[src/rtl/cond_unit.sv]
// cond_unit: condition-code reader for the ALU/execute stage.
//
// Holds the architectural CC register (ZF/SF/OF). An accepted OPq loads it.
// Every accepted instruction gets a registered result one cycle after it is
// accepted. jXX and cmovXX/rrmovq instructions also get their condition
// evaluated against the CC value held before that edge. The fetch side
// always predicts jXX taken, so a jXX that resolves not-taken raises a
// redirect to its fall-through PC. That redirect is held until fetch
// acknowledges it.
//
// Ports:
//   clk, rst_n                 clock and asynchronous active-low reset
//   in_valid/in_ready          instruction handshake (ready low while a redirect is pending)
//   icode, ifun, valP          instruction code, function/condition code, fall-through PC
//   zf_in, sf_in, of_in        next flags computed from the OPq result
//   out_valid, out_icode       one-cycle result pulse and the icode it belongs to
//   out_cnd, cmov_we, bad_cond evaluated condition, cmov write enable, invalid-condition flag
//   redirect_valid/_pc/_ready  mispredict redirect handshake towards fetch
//   zf, sf, of                 current CC register
//   br_count, mispred_count    saturating jXX statistics
module cond_unit #(
  parameter int CNT_W = 32
) (
  input  logic             clk,
  input  logic             rst_n,
  input  logic             in_valid,
  output logic             in_ready,
  input  logic [3:0]       icode,
  input  logic [3:0]       ifun,
  input  logic [63:0]      valP,
  input  logic             zf_in,
  input  logic             sf_in,
  input  logic             of_in,
  output logic             out_valid,
  output logic [3:0]       out_icode,
  output logic             out_cnd,
  output logic             cmov_we,
  output logic             bad_cond,
  output logic             redirect_valid,
  output logic [63:0]      redirect_pc,
  input  logic             redirect_ready,
  output logic             zf,
  output logic             sf,
  output logic             of,
  output logic [CNT_W-1:0] br_count,
  output logic [CNT_W-1:0] mispred_count
);

  localparam logic [3:0] IC_CMOV = 4'd2;
  localparam logic [3:0] IC_OPQ  = 4'd6;
  localparam logic [3:0] IC_JXX  = 4'd7;

  localparam logic [CNT_W-1:0] CNT_MAX = {CNT_W{1'b1}};
  localparam logic [CNT_W-1:0] CNT_ONE = {{(CNT_W-1){1'b0}}, 1'b1};

  // Condition for ifun 0..6. Codes 7..15 are invalid; the caller qualifies them.
  function automatic logic eval_cond(input logic [3:0] fn, input logic z,
                                     input logic s, input logic o);
    logic r;
    case (fn)
      4'd0:    r = 1'b1;
      4'd1:    r = (s ^ o) | z;
      4'd2:    r = s ^ o;
      4'd3:    r = z;
      4'd4:    r = ~z;
      4'd5:    r = ~(s ^ o);
      4'd6:    r = ~(s ^ o) & ~z;
      default: r = 1'b0;
    endcase
    return r;
  endfunction

  logic             zf_q, zf_d, sf_q, sf_d, of_q, of_d;
  logic             out_valid_q, out_valid_d;
  logic [3:0]       out_icode_q, out_icode_d;
  logic             out_cnd_q, out_cnd_d;
  logic             cmov_we_q, cmov_we_d;
  logic             bad_cond_q, bad_cond_d;
  logic             redirect_valid_q, redirect_valid_d;
  logic [63:0]      redirect_pc_q, redirect_pc_d;
  logic [CNT_W-1:0] br_count_q, br_count_d;
  logic [CNT_W-1:0] mispred_count_q, mispred_count_d;

  logic accept_s;
  logic cond_s;
  logic bad_s;
  logic is_cc_user_s;

  assign in_ready     = ~redirect_valid_q;
  assign accept_s     = in_valid & ~redirect_valid_q;
  // Evaluated on the pre-edge CC value, so an OPq one cycle earlier is already visible.
  assign cond_s       = eval_cond(ifun, zf_q, sf_q, of_q);
  assign is_cc_user_s = (icode == IC_CMOV) || (icode == IC_JXX);
  assign bad_s        = is_cc_user_s && (ifun > 4'd6);

  // Next-state logic for the CC register, result pulse, redirect and counters.
  always_comb begin
    zf_d             = zf_q;
    sf_d             = sf_q;
    of_d             = of_q;
    out_valid_d      = 1'b0;
    out_icode_d      = out_icode_q;
    out_cnd_d        = out_cnd_q;
    cmov_we_d        = 1'b0;
    bad_cond_d       = 1'b0;
    redirect_valid_d = redirect_valid_q;
    redirect_pc_d    = redirect_pc_q;
    br_count_d       = br_count_q;
    mispred_count_d  = mispred_count_q;

    if (redirect_valid_q && redirect_ready) begin
      redirect_valid_d = 1'b0;
    end else begin
      redirect_valid_d = redirect_valid_q;
    end

    if (accept_s) begin
      out_valid_d = 1'b1;
      out_icode_d = icode;
      bad_cond_d  = bad_s;
      if (is_cc_user_s && !bad_s) begin
        out_cnd_d = cond_s;
      end else begin
        out_cnd_d = 1'b0;
      end
      cmov_we_d = (icode == IC_CMOV) && !bad_s && cond_s;

      if (icode == IC_OPQ) begin
        zf_d = zf_in;
        sf_d = sf_in;
        of_d = of_in;
      end else begin
        zf_d = zf_q;
        sf_d = sf_q;
        of_d = of_q;
      end

      if ((icode == IC_JXX) && !bad_s) begin
        if (br_count_q != CNT_MAX) begin
          br_count_d = br_count_q + CNT_ONE;
        end else begin
          br_count_d = br_count_q;
        end
        // Fetch predicted taken; a not-taken jXX must restart at valP.
        if (!cond_s) begin
          redirect_valid_d = 1'b1;
          redirect_pc_d    = valP;
          if (mispred_count_q != CNT_MAX) begin
            mispred_count_d = mispred_count_q + CNT_ONE;
          end else begin
            mispred_count_d = mispred_count_q;
          end
        end else begin
          redirect_pc_d = redirect_pc_q;
        end
      end else begin
        br_count_d = br_count_q;
      end
    end else begin
      out_valid_d = 1'b0;
    end
  end

  // State register with asynchronous reset.
  always_ff @(posedge clk or negedge rst_n) begin
    if (!rst_n) begin
      zf_q             <= 1'b1;
      sf_q             <= 1'b0;
      of_q             <= 1'b0;
      out_valid_q      <= 1'b0;
      out_icode_q      <= 4'd0;
      out_cnd_q        <= 1'b0;
      cmov_we_q        <= 1'b0;
      bad_cond_q       <= 1'b0;
      redirect_valid_q <= 1'b0;
      redirect_pc_q    <= 64'd0;
      br_count_q       <= {CNT_W{1'b0}};
      mispred_count_q  <= {CNT_W{1'b0}};
    end else begin
      zf_q             <= zf_d;
      sf_q             <= sf_d;
      of_q             <= of_d;
      out_valid_q      <= out_valid_d;
      out_icode_q      <= out_icode_d;
      out_cnd_q        <= out_cnd_d;
      cmov_we_q        <= cmov_we_d;
      bad_cond_q       <= bad_cond_d;
      redirect_valid_q <= redirect_valid_d;
      redirect_pc_q    <= redirect_pc_d;
      br_count_q       <= br_count_d;
      mispred_count_q  <= mispred_count_d;
    end
  end

  assign zf             = zf_q;
  assign sf             = sf_q;
  assign of             = of_q;
  assign out_valid      = out_valid_q;
  assign out_icode      = out_icode_q;
  assign out_cnd        = out_cnd_q;
  assign cmov_we        = cmov_we_q;
  assign bad_cond       = bad_cond_q;
  assign redirect_valid = redirect_valid_q;
  assign redirect_pc    = redirect_pc_q;
  assign br_count       = br_count_q;
  assign mispred_count  = mispred_count_q;

endmodule
[config.mk]
export PLATFORM = sky130hd
export DESIGN_NAME = cond_unit
export DESIGN_NICKNAME = d
export VERILOG_FILES = /design/src/rtl/cond_unit.sv
export SDC_FILE = /design/constraint.sdc
export NUM_CORES = 1
export LEC_CHECK = 0
export CAP_MARGIN = 20
export CORE_ASPECT_RATIO = 1.4
export CORE_MARGIN = 4
export CORE_UTILIZATION = 30
export DETAILED_ROUTE_END_ITERATION = 7
export GPL_TIMING_DRIVEN = 0
export PLACE_DENSITY = 0.71
export SLEW_MARGIN = 20
export SYNTH_ARGS = -nofsm -noshare
export SYNTH_HDL_FRONTEND = slang
export SYNTH_SLANG_ARGS = --single-unit
export TNS_END_PERCENT = 10
[constraint.sdc]
create_clock -name clk -period 1.95 [get_ports clk]
set_input_delay 0.39 -clock clk [delete_from_list [all_inputs] [get_ports clk]]
set_output_delay 0.39 -clock clk [all_outputs]
set_load 0.005 [all_outputs]
==> impl_metrics.tcl, run 1 <==
set metrics [dict create \
    synth-seq-cells 140 \
    placed_cells 920 \
    io_buffer_count 219 \
    drc_errors 0 \
    yosysMostFrequentCell "dfrtp_1" \
    final_area_um2 9839 \
    synthTopCellsByCount "dfrtp_1 (139), mux2_2 (74), xnor2_1 (52)" \
    status "complete, but fails checks" \
    antenna_found_initial 0 \
    num_vias 4652 \
    place_congestion 0.7735 \
    first_global_vias 4861 \
    layout-drive-gt1-share 0.2634 \
    die_area_um2 22330 \
    first_iter_violations 205 \
    die_w_um 127.5 \
    synthesis.area_um2 5993 \
    rsz0062_at_grt "true" \
    finalMaxSlewViolations 0 \
    synthArstFlopShare 1.000 \
    n_fill_cell 1725 \
    synthDistinctLibCells 48 \
    cts_buffers 17 \
    worst-r2r-cell-count 8 \
    gr-usage-all-layers 0.1507 \
    first_pass_iters 4 \
    wl_met1_um 7101 \
    r2r_start "of" \
    ios 220 \
    worst_slew_pin_slew_ns 0.5497 \
    holdPathEnd "out_icode[3]" \
    syn_nets 533 \
    dr_wl_met2_um 8571 \
    r2r_slack_ns -0.15 \
    cp.arrival_ns 2.39 \
    design.core.area_um2 19440 \
    startpoint "of" \
    min_path_cells 2 \
    top_layer_used "met4" \
    max_slew_margin 0.6335 \
    grt_max_degree 73 \
    finalCritPeriodShare 1.079 \
    cts.sinks 140 \
    syn-mean-instance-area_um2 13.26 \
    synthCells 452 \
    fin_util 0.5060 \
    fmax_mhz 475.5 \
    area_delta_synth_final_pct 64.18 \
    via_per_inst 4.762 \
    vdd_drop_max_mv 0.4651 \
    cap_violations 0 \
    worst_setup_path_start_kind "register" \
    clkSlewWorstSetupHoldPaths_ns 0.06 \
    min-delay-start "icode[3]" \
    wire_per_inst_um 17.17 \
    power.total_mw 8.130 \
    yosysTopAreaCell "dfrtp_1" \
    start_util 0.3082 \
    wirelength_um 16780 \
    skew_ns 0.008731 \
    dp_slack_ns -0.9667 \
    dr_wl_met3_um 803 \
    powerDensity_nw_per_um2 826.2 \
    die_y_um 175.2 \
    grt_pass1_wl_um 26550 \
    hold_path.class "in2reg" \
    cts_buffer_depth 2 \
    insertion_delay_ns 0.41 \
    ys.flop_type "dfrtp_1" \
    violations "negative setup slack" \
    setup_viol 66 \
    synth-edff-count 0 \
    ys.warnings.count 0 \
    rr_endpoint "redirect_pc[36]" \
    criticalPathCategory "reg2reg" \
    layout.nets 797 \
    power_leakage_nw 4.191 \
    diodes 0 \
    postRouteAntennaNets 0 \
    synth_area_leaders "dfrtp_1 (58%), mux2_2 (14%), xnor2_1 (7.6%), nand4_1 (3.1%), nand3_1 (2.0%)" \
    htreeDepth 4 \
    hold_viol_final 0 \
    final_cells 977 \
    cp-end-kind "register" \
    path_max_fanout 7 \
    place_area_um2 8544 \
    cp.required_ns 2.24 \
    gr-total-overflow 0 \
    fin_ws_ns -0.1531 \
    synth_top_cell_area_share 0.5804 \
    min_period_ns 2.103 \
    placementRows 60 \
    post-dp-hpwl_um 11700 \
    synth-seq-area-share 0.5848 \
    cts_tree "yes" \
    root_buffer "clkbuf_16" \
]
power by group:
group / switching, mW / leakage (nW) / internal, mW / total, mW
Sequential: 0.191 / 1.87 / 3.20 / 3.39
Combinational: 0.425 / 2.01 / 0.945 / 1.37
Clock: 1.28 / 0.306 / 2.10 / 3.37
Total: 1.89 / 4.19 / 6.24 / 8.13
worst max path at each step:
stage	to	slack [ns]	cells past startpoint
floorplan	br_count[24]	-0.02	7
global placement	br_count[29]	-5.46	1
detailed placement	redirect_pc[42]	-0.97	7
CTS	redirect_pc[38]	-0.13	8
global route	redirect_pc[36]	-0.23	8
finish	redirect_pc[36]	-0.15	8
worst max-delay path: stages (launching register included):
cell and delay, ns:
dfrtp_1 0.40, xor2_2 0.21, a22o_1 0.25, a211oi_4 0.29, buf_12 0.17, buf_12 0.14, buf_12 0.11, buf_8 0.11
mux2_4 0.30
final cells by class:
| type | instances | area, um^2 | share of cell area |
|---|---|---|---|
| Buffer | 11 | 162.7 | 0.01653 |
| Clock buffer | 20 | 456.7 | 0.04641 |
| Clock inverter | 12 | 157.7 | 0.01602 |
| Inverter | 10 | 37.54 | 0.003815 |
| Multi-Input combinational cell | 291 | 2691 | 0.2735 |
| Sequential cell | 140 | 3513 | 0.3571 |
| Tap cell | 248 | 310.3 | 0.03154 |
| Timing Repair Buffer | 245 | 2510 | 0.2551 |
logic make-up after synthesis:
| logic type | count (synthesis) | synth area share |
|---|---|---|
| flops | 140 | 0.5848 |
| buf+inv | 21 | 0.01837 |
| xor+xnor | 62 | 0.09061 |
| simple gates | 138 | 0.1415 |
| compound gates | 14 | 0.01983 |
| fa+ha+maj | 2 | 0.004175 |
| mux | 75 | 0.1407 |
registers in the layout (all words and copies together), names as in the netlist:
name / flops
mispred_count: 32
redirect_valid: 1
br_count: 32
cmov_we: 1
bad_cond: 1
sf: 1
out_valid: 1
out_icode: 4
zf: 1
of: 1
redirect_pc: 64
out_cnd: 1
cells in the final DEF, fill, tap and decap left out, types with 7 or more instances in the layout:
master           count
and3_1               8
buf_12              10
buf_4               17
clkbuf_16           17
clkdlybuf4s50_1    212
dfrtp_1            132
dfrtp_2              7
inv_1               10
mux2_2              45
mux2_4              29
nand2_1             21
nand3_1             19
nand3_2              9
nand4_1             30
nor2_1              13
xnor2_1             52
xor2_1               9
routing by layer:
metal  up-vias  GRT usage
met3        18    0.03945
li1       2150          -
met5         -          0
met4         0    0.05143
met2       135     0.2548
met1      2349     0.1853
through the flow:
| step | TNS (ns) | hold WS [ns] |
|---|---|---|
| 6_report | -5.149 | 0.3698 |
| 5_1_grt | -12.44 | 0.3589 |
| 4_1_cts | -6.831 | 0.3409 |
| 3_5_place_dp | -101.56 | 0.3834 |
| 3_3_place_gp | -860.30 | 0.4680 |
| 2_1_floorplan | -0.03628 | 0.09441 |
what timing repair did:
action | in CTS | in global routing
buffers inserted | 17 | 6
resized for setup | 55 | 53
gates cloned | 1 | 0
endpoints found under the setup margin | 128 | 118
endpoints found under the hold margin | 67 | 0
hold buffers | 1 | 0
pin swaps | 10 | 12
No activity file was read; power rests on OpenSTA's default activity.
==> run 2, diff against run 1 <==
Settings changed: CORE_ASPECT_RATIO 1.4 to 1.5.
==> impl_metrics.tcl, run 2 (synthesized netlist as in run 1, its figures left out) <==
set metrics [dict create \
    status "complete, but fails checks" \
    violations "negative setup slack" \
    first_iter_violations 174 \
    drc_errors 0 \
    cpMostUsedCell "buf_12" \
    io_buffer_count 219 \
    power.total_mw 7.992 \
    power_leakage_nw 4.184 \
    placed_cells 932 \
    layout-drive-gt1-share 0.2575 \
    grt_max_degree 72 \
    clkSlewWorstSetupHoldPaths_ns 0.06 \
    layout.nets 798 \
    hold_viol_final 0 \
    cp_cell_sequence "clkdlybuf4s50_1, inv_1, o31ai_2, a211oi_4, buf_6, buf_12, buf_12, buf_12, buf_12, nand3_2, mux2i_1" \
    r2r_slack_ns -0.13 \
    insertion_delay_ns 0.42 \
    die_y_um 181.1 \
    r2r_start "of" \
    pwr-share-clk 0.409 \
    wirelength_um 16600 \
    comb_power_share 0.169 \
    cp-end-kind "register" \
    place_congestion 0.7849 \
    criticalPathCategory "in2reg" \
    placementRows 63 \
    fmax_mhz 475.2 \
    min_period_ns 2.104 \
    crit_slowest_cell "clkdlybuf4s50_1" \
    first_global_vias 4826 \
    cp.arrival_ns 2.44 \
    final_cells 990 \
    vdd_drop_max_mv 0.4741 \
    p_seq_frac 0.422 \
    holdPathEnd "out_cnd" \
    cts_buffers 17 \
    finalMaxSlewViolations 0 \
    hold_ws_ns 0.4922 \
    hold_path.class "reg2reg" \
    rsz0062_at_grt "true" \
    start_util 0.3041 \
    die_area_um2 22350 \
    cts_tree "yes" \
    largest_reg_flops 64 \
    worst_setup_path_start_kind "input pin" \
    critPathMaxStageDelay_ns 0.54 \
    ios 220 \
    final_common_cell "clkdlybuf4s50_1" \
    switching_share 0.2399 \
    fin_ws_ns -0.1543 \
    cp.required_ns 2.29 \
    num_vias 4644 \
    root_buffer "clkbuf_16" \
    max_slew_margin 0.6248 \
    p_sw_mw 1.917 \
    design.core.area_um2 19710 \
    worst-r2r-cell-count 10 \
    min_path_cells 2 \
    setup_viol 93 \
    cts_buffer_depth 2 \
    final_area_um2 9838 \
    die_w_um 123.4 \
    final_cell_mix "clkdlybuf4s50_1 (215), dfrtp_1 (134), xnor2_1 (52)" \
    gr-total-overflow 0 \
    place_area_um2 8559 \
    post-dp-hpwl_um 11910 \
    first_pass_iters 4 \
    rr_endpoint "mispred_count[15]" \
    postRouteAntennaNets 0 \
    area_delta_synth_final_pct 64.15 \
    skew_ns 0.01092 \
    gr-usage-all-layers 0.1506 \
    worst_slew_pin_slew_ns 0.5627 \
    via_per_inst 4.691 \
    diodes 0 \
    powerDensity_nw_per_um2 812.4 \
    cts.sinks 140 \
    wire_per_inst_um 16.77 \
    dp_slack_ns -1.062 \
    path_max_fanout 8 \
    htreeDepth 4 \
    grt_pass1_wl_um 26160 \
    min-delay-start "out_cnd" \
    cap_violations 0 \
    p_int_mw 6.075 \
    antenna_found_initial 0 \
    finalCritPeriodShare 1.079 \
]
-- run 2: repair_timing --
| action | CTS | global route |
|---|---|---|
| gates cloned | 1 | 0 |
| hold buffers | 1 | 0 |
| endpoints found under the hold margin | 70 | 0 |
| setup endpoints to repair | 129 | 122 |
| pin swaps | 21 | 14 |
| buffers inserted | 20 | 4 |
| resized for setup | 73 | 32 |
-- run 2: layer usage --
layer,track usage,wire [um],part of all wire
met2,0.2695,8954,0.54
met3,0.03883,998,0.060
met1,0.1719,6432,0.39
met4,0.04878,218,0.013
met5,0,0,0
-- run 2: stage by stage --
step                  util  TNS (ns)
finish              0.4992    -7.027
global route        0.4992    -16.19
CTS                 0.4912    -8.859
detailed placement  0.4343   -112.69
global placement    0.4327   -853.65
floorplan                -  -0.03628
-- run 2: area by class of cell --
type	count	area (um^2)
fillers	1722	9868
clock buffers	18	439.2
multi-input cells	291	2689
well taps	260	325.3
repair buffers	246	2515
flip-flops and latches	140	3511
plain buffers	11	162.7
inverters	10	37.54
clock inverters	14	158.9
-- run 2: power groups by stage --
stage | Combinational, mW | Sequential, mW | Clock [mW]
finish | 1.35 | 3.38 | 3.27
global route | 1.46 | 3.41 | 3.48
CTS | 1.32 | 3.37 | 3.36
detailed placement | 1.25 | 3.42 | 0
global placement | 1.23 | 3.40 | 0
floorplan | 0.328 | 3.43 | 0
-- run 2: critical path: cells and delay by family --
kind,cells,cell delay (ns)
simple gates,1,0.05
mux,1,0.17
buf+inv,7,1.34
compound gates,2,0.50
-- run 2: worst max path at each step --
| stage | startpoint | end | slack, ns | cells past startpoint |
|---|---|---|---|---|
| detailed placement | ifun[1] | redirect_pc[58] | -1.06 | 7 |
| global route | redirect_valid | mispred_count[15] | -0.25 | 10 |
| global placement | rst_n | redirect_pc[59] | -5.32 | 1 |
| CTS | redirect_valid | redirect_pc[58] | -0.16 | 8 |
| finish | ifun[2] | mispred_count[14] | -0.15 | 11 |
| floorplan | redirect_valid | br_count[24] | -0.02 | 7 |
==> run 3, diff against run 2 <==
Settings changed: ABC_AREA set to 1, CTS_CLUSTER_SIZE set to 20, PLACE_DENSITY 0.71 to 0.66.
Clock period 1.95 ns to 2.35 ns, I/O delays scaled along.
==> impl_metrics.tcl, run 3 <==
set metrics [dict create \
    wirelength_um 25920 \
    placementRows 70 \
    r2r_start "mispred_count[0]" \
    vdd_drop_max_mv 0.5108 \
    final_cell_mix "nand2_1 (501), clkdlybuf4s50_1 (218), dfrtp_1 (139)" \
    pwr-share-clk 0.413 \
    hold_viol_final 0 \
    die_y_um 202.4 \
    design.core.area_um2 24610 \
    ys.warnings.count 0 \
    cts_buffers 17 \
    final_cells 1610 \
    p_sw_mw 1.684 \
    first_pass_iters 6 \
    synth_compound_area_frac 0.04567 \
    criticalPathCategory "reg2reg" \
    min_period_ns 2.143 \
    final_area_um2 10790 \
    holdPathEnd "redirect_pc[17]" \
    skew_ns 0.01243 \
    powerDensity_nw_per_um2 605.0 \
    finalCritPeriodShare 0.9119 \
    hold_path.class "reg2reg" \
    root_buffer "clkbuf_16" \
    synthCells 1033 \
    placed_cells 1577 \
    rsz0062_at_grt "false" \
    switching_share 0.2579 \
    critPathMaxStageDelay_ns 0.52 \
    cp.buffers_inverters 3 \
    synth-edff-count 0 \
    syn_nets 1114 \
    ios 220 \
    crit_slowest_cell "dfrtp_1" \
    grt_pass1_wl_um 40650 \
    synth_top_cell_area_share 0.4600 \
    die_w_um 137.6 \
    cp-end-kind "register" \
    synthXorXnorAreaFrac 0.04518 \
    cp.arrival_ns 2.44 \
    drc_errors 0 \
    worst-r2r-cell-count 11 \
    max_slew_margin 0.6606 \
    yosysMostFrequentCell "nand2_1" \
    tns_ns 0 \
    cts.sinks 140 \
    syn-mean-instance-area_um2 7.319 \
    cts_buffer_depth 2 \
    layout-drive-gt1-share 0.06610 \
    htreeDepth 4 \
    synthesis.area_um2 7561 \
    min-delay-start "redirect_pc[17]" \
    synthDistinctLibCells 28 \
    insertion_delay_ns 0.42 \
    worst_slew_pin_slew_ns 0.5091 \
    first_global_vias 7542 \
    n_fill_cell 2486 \
    synthArstFlopShare 1.000 \
    synthTopCellsByCount "nand2_1 (501), dfrtp_1 (139), nor2_1 (104)" \
    cp.required_ns 2.65 \
    synth-seq-area-share 0.4635 \
    place_congestion 0.9384 \
    multi_input_area_um2 3516 \
    diodes 0 \
    power.total_mw 6.527 \
    seq_area_um2 3505 \
    status "finished, final reports clean" \
    clkSlewWorstSetupHoldPaths_ns 0.06 \
    synth-adder-area-share 0.003310 \
    place_area_um2 10190 \
    gr-usage-all-layers 0.1906 \
    first_iter_violations 409 \
    worst_setup_path_start_kind "register" \
    start_util 0.3072 \
    path_max_fanout 10 \
    num_vias 7407 \
    gr-total-overflow 0 \
    area_delta_synth_final_pct 42.69 \
    cp_cell_sequence "ha_2, inv_1, nor2_4, nand2_2, nor2_4, nand2_2, nand2_4, inv_2, buf_6, nand3_1, nand2_1" \
    cap_violations 0 \
    post-dp-hpwl_um 20180 \
    wire_per_inst_um 16.10 \
    via_per_inst 4.601 \
    grt_max_degree 81 \
    synth_top_family_by_area "simple AND/OR/NAND/NOR gates" \
    fmax_mhz 466.7 \
    synth_area_leaders "dfrtp_1 (46%), nand2_1 (25%), nor2_1 (5.2%), nand3_1 (4.1%), inv_1 (3.5%)" \
    power_leakage_nw 5.553 \
    io_buffer_count 219 \
    finalMaxSlewViolations 0 \
    crit_family "simple AND/OR/NAND/NOR gates" \
    largest_reg_flops 64 \
    layout.nets 1354 \
    yosysTopAreaCell "dfrtp_1" \
    rr_endpoint "mispred_count[10]" \
    ys.flop_type "dfrtp_1" \
    p_seq_frac 0.428 \
    setup_viol 0 \
    antenna_found_initial 0 \
    postRouteAntennaNets 0 \
    r2r_slack_ns 0.21 \
    min_path_cells 2 \
    final_common_cell "nand2_1" \
    die_area_um2 27860 \
    cts_tree "yes" \
    synth-simple-area-share 0.3705 \
    p_int_mw 4.844 \
    synth.area.mux_share 0 \
    synth-seq-cells 140 \
    comb_power_share 0.158 \
]
run 3: cell types whose count changed after synthesis, moves of 8 or more:
cell | before | now
xnor2_1 | 52 | 12
and4_1 | 8 | 0
nor2_1 | 13 | 104
nand2_1 | 23 | 501
buf_6 | 1 | 15
nand3_1 | 24 | 62
inv_1 | 10 | 70
nand4_1 | 30 | 8
mux2_2 | 74 | 0
o21bai_1 | 0 | 32
xor2_1 | 10 | 27
and3_1 | 8 | 0
run 3: layout make-up:
| cell class | count | area share |
|---|---|---|
| Multi-Input combinational cell | 788 | 0.3259 |
| Sequential cell | 140 | 0.3248 |
| Timing Repair Buffer | 221 | 0.2071 |
| Clock buffer | 19 | 0.04105 |
| Tap cell | 324 | 0.03757 |
| Inverter | 73 | 0.02540 |
| Buffer | 32 | 0.02493 |
| Clock inverter | 13 | 0.01322 |
run 3: worst max path at each step:
stage	cells after the start	endpoint	slack [ns]	from
after floorplan	11	mispred_count[12]	0.63	mispred_count[0]
after global placement	1	redirect_pc[40]	-5.36	rst_n
after CTS	11	mispred_count[10]	0.14	mispred_count[0]
final	11	mispred_count[10]	0.21	mispred_count[0]
after detailed placement	10	redirect_pc[23]	-0.09	icode[3]
after global routing	11	mispred_count[8]	0.07	mispred_count[0]
run 3: per-stage QoR:
| step | setup slack, ns | hold slack (ns) | utilization |
|---|---|---|---|
| after floorplan | 0.6293 | 0.1744 | - |
| after global placement | -5.365 | 0.4533 | 0.4128 |
| after detailed placement | -0.08959 | 0.4370 | 0.4141 |
| after CTS | 0.1400 | 0.4733 | 0.4383 |
| after global routing | 0.06921 | 0.4897 | 0.4384 |
| final | 0.2071 | 0.4686 | 0.4384 |
run 3: routing by layer:
layer | share of wire | GRT usage | up-vias
met4 | 0.038 | 0.08773 | 0
met2 | 0.53 | 0.3364 | 240
li1 | - | - | 3659
met5 | 0 | 0 | -
met3 | 0.055 | 0.04582 | 56
met1 | 0.38 | 0.2123 | 3452
run 3: cells by family after synthesis:
| kind of cell | after synthesis |
|---|---|
| compound gates | 50 |
| xor+xnor | 39 |
| fa+ha+maj | 2 |
| buf+inv | 105 |
| flops | 140 |
| simple gates | 697 |
run 3: power by group through the flow:
stage	Combinational (mW)	Clock (mW)	Sequential, mW
3_5_place_dp	1.05	0	2.84
2_1_floorplan	0.265	0	2.83
4_1_cts	1.06	2.78	2.80
3_3_place_gp	1.03	0	2.84
6_report	1.03	2.70	2.80
5_1_grt	1.14	2.86	2.83
run 3: what timing repair did:
action	in CTS	in global routing
resized for setup	0	1
setup buffers	0	0
hold buffers	1	0
endpoints found under the hold margin	26	0
endpoints found under the setup margin	0	14
run 3: worst reg2reg max path, cell delays in order (launching register included):
cell     delay (ns)
dfrtp_1        0.52
ha_2           0.32
inv_1          0.10
nor2_4         0.19
nand2_2        0.15
nor2_4         0.18
nand2_2        0.09
nand2_4        0.10
inv_2          0.06
buf_6          0.15
nand3_1        0.08
nand2_1        0.07
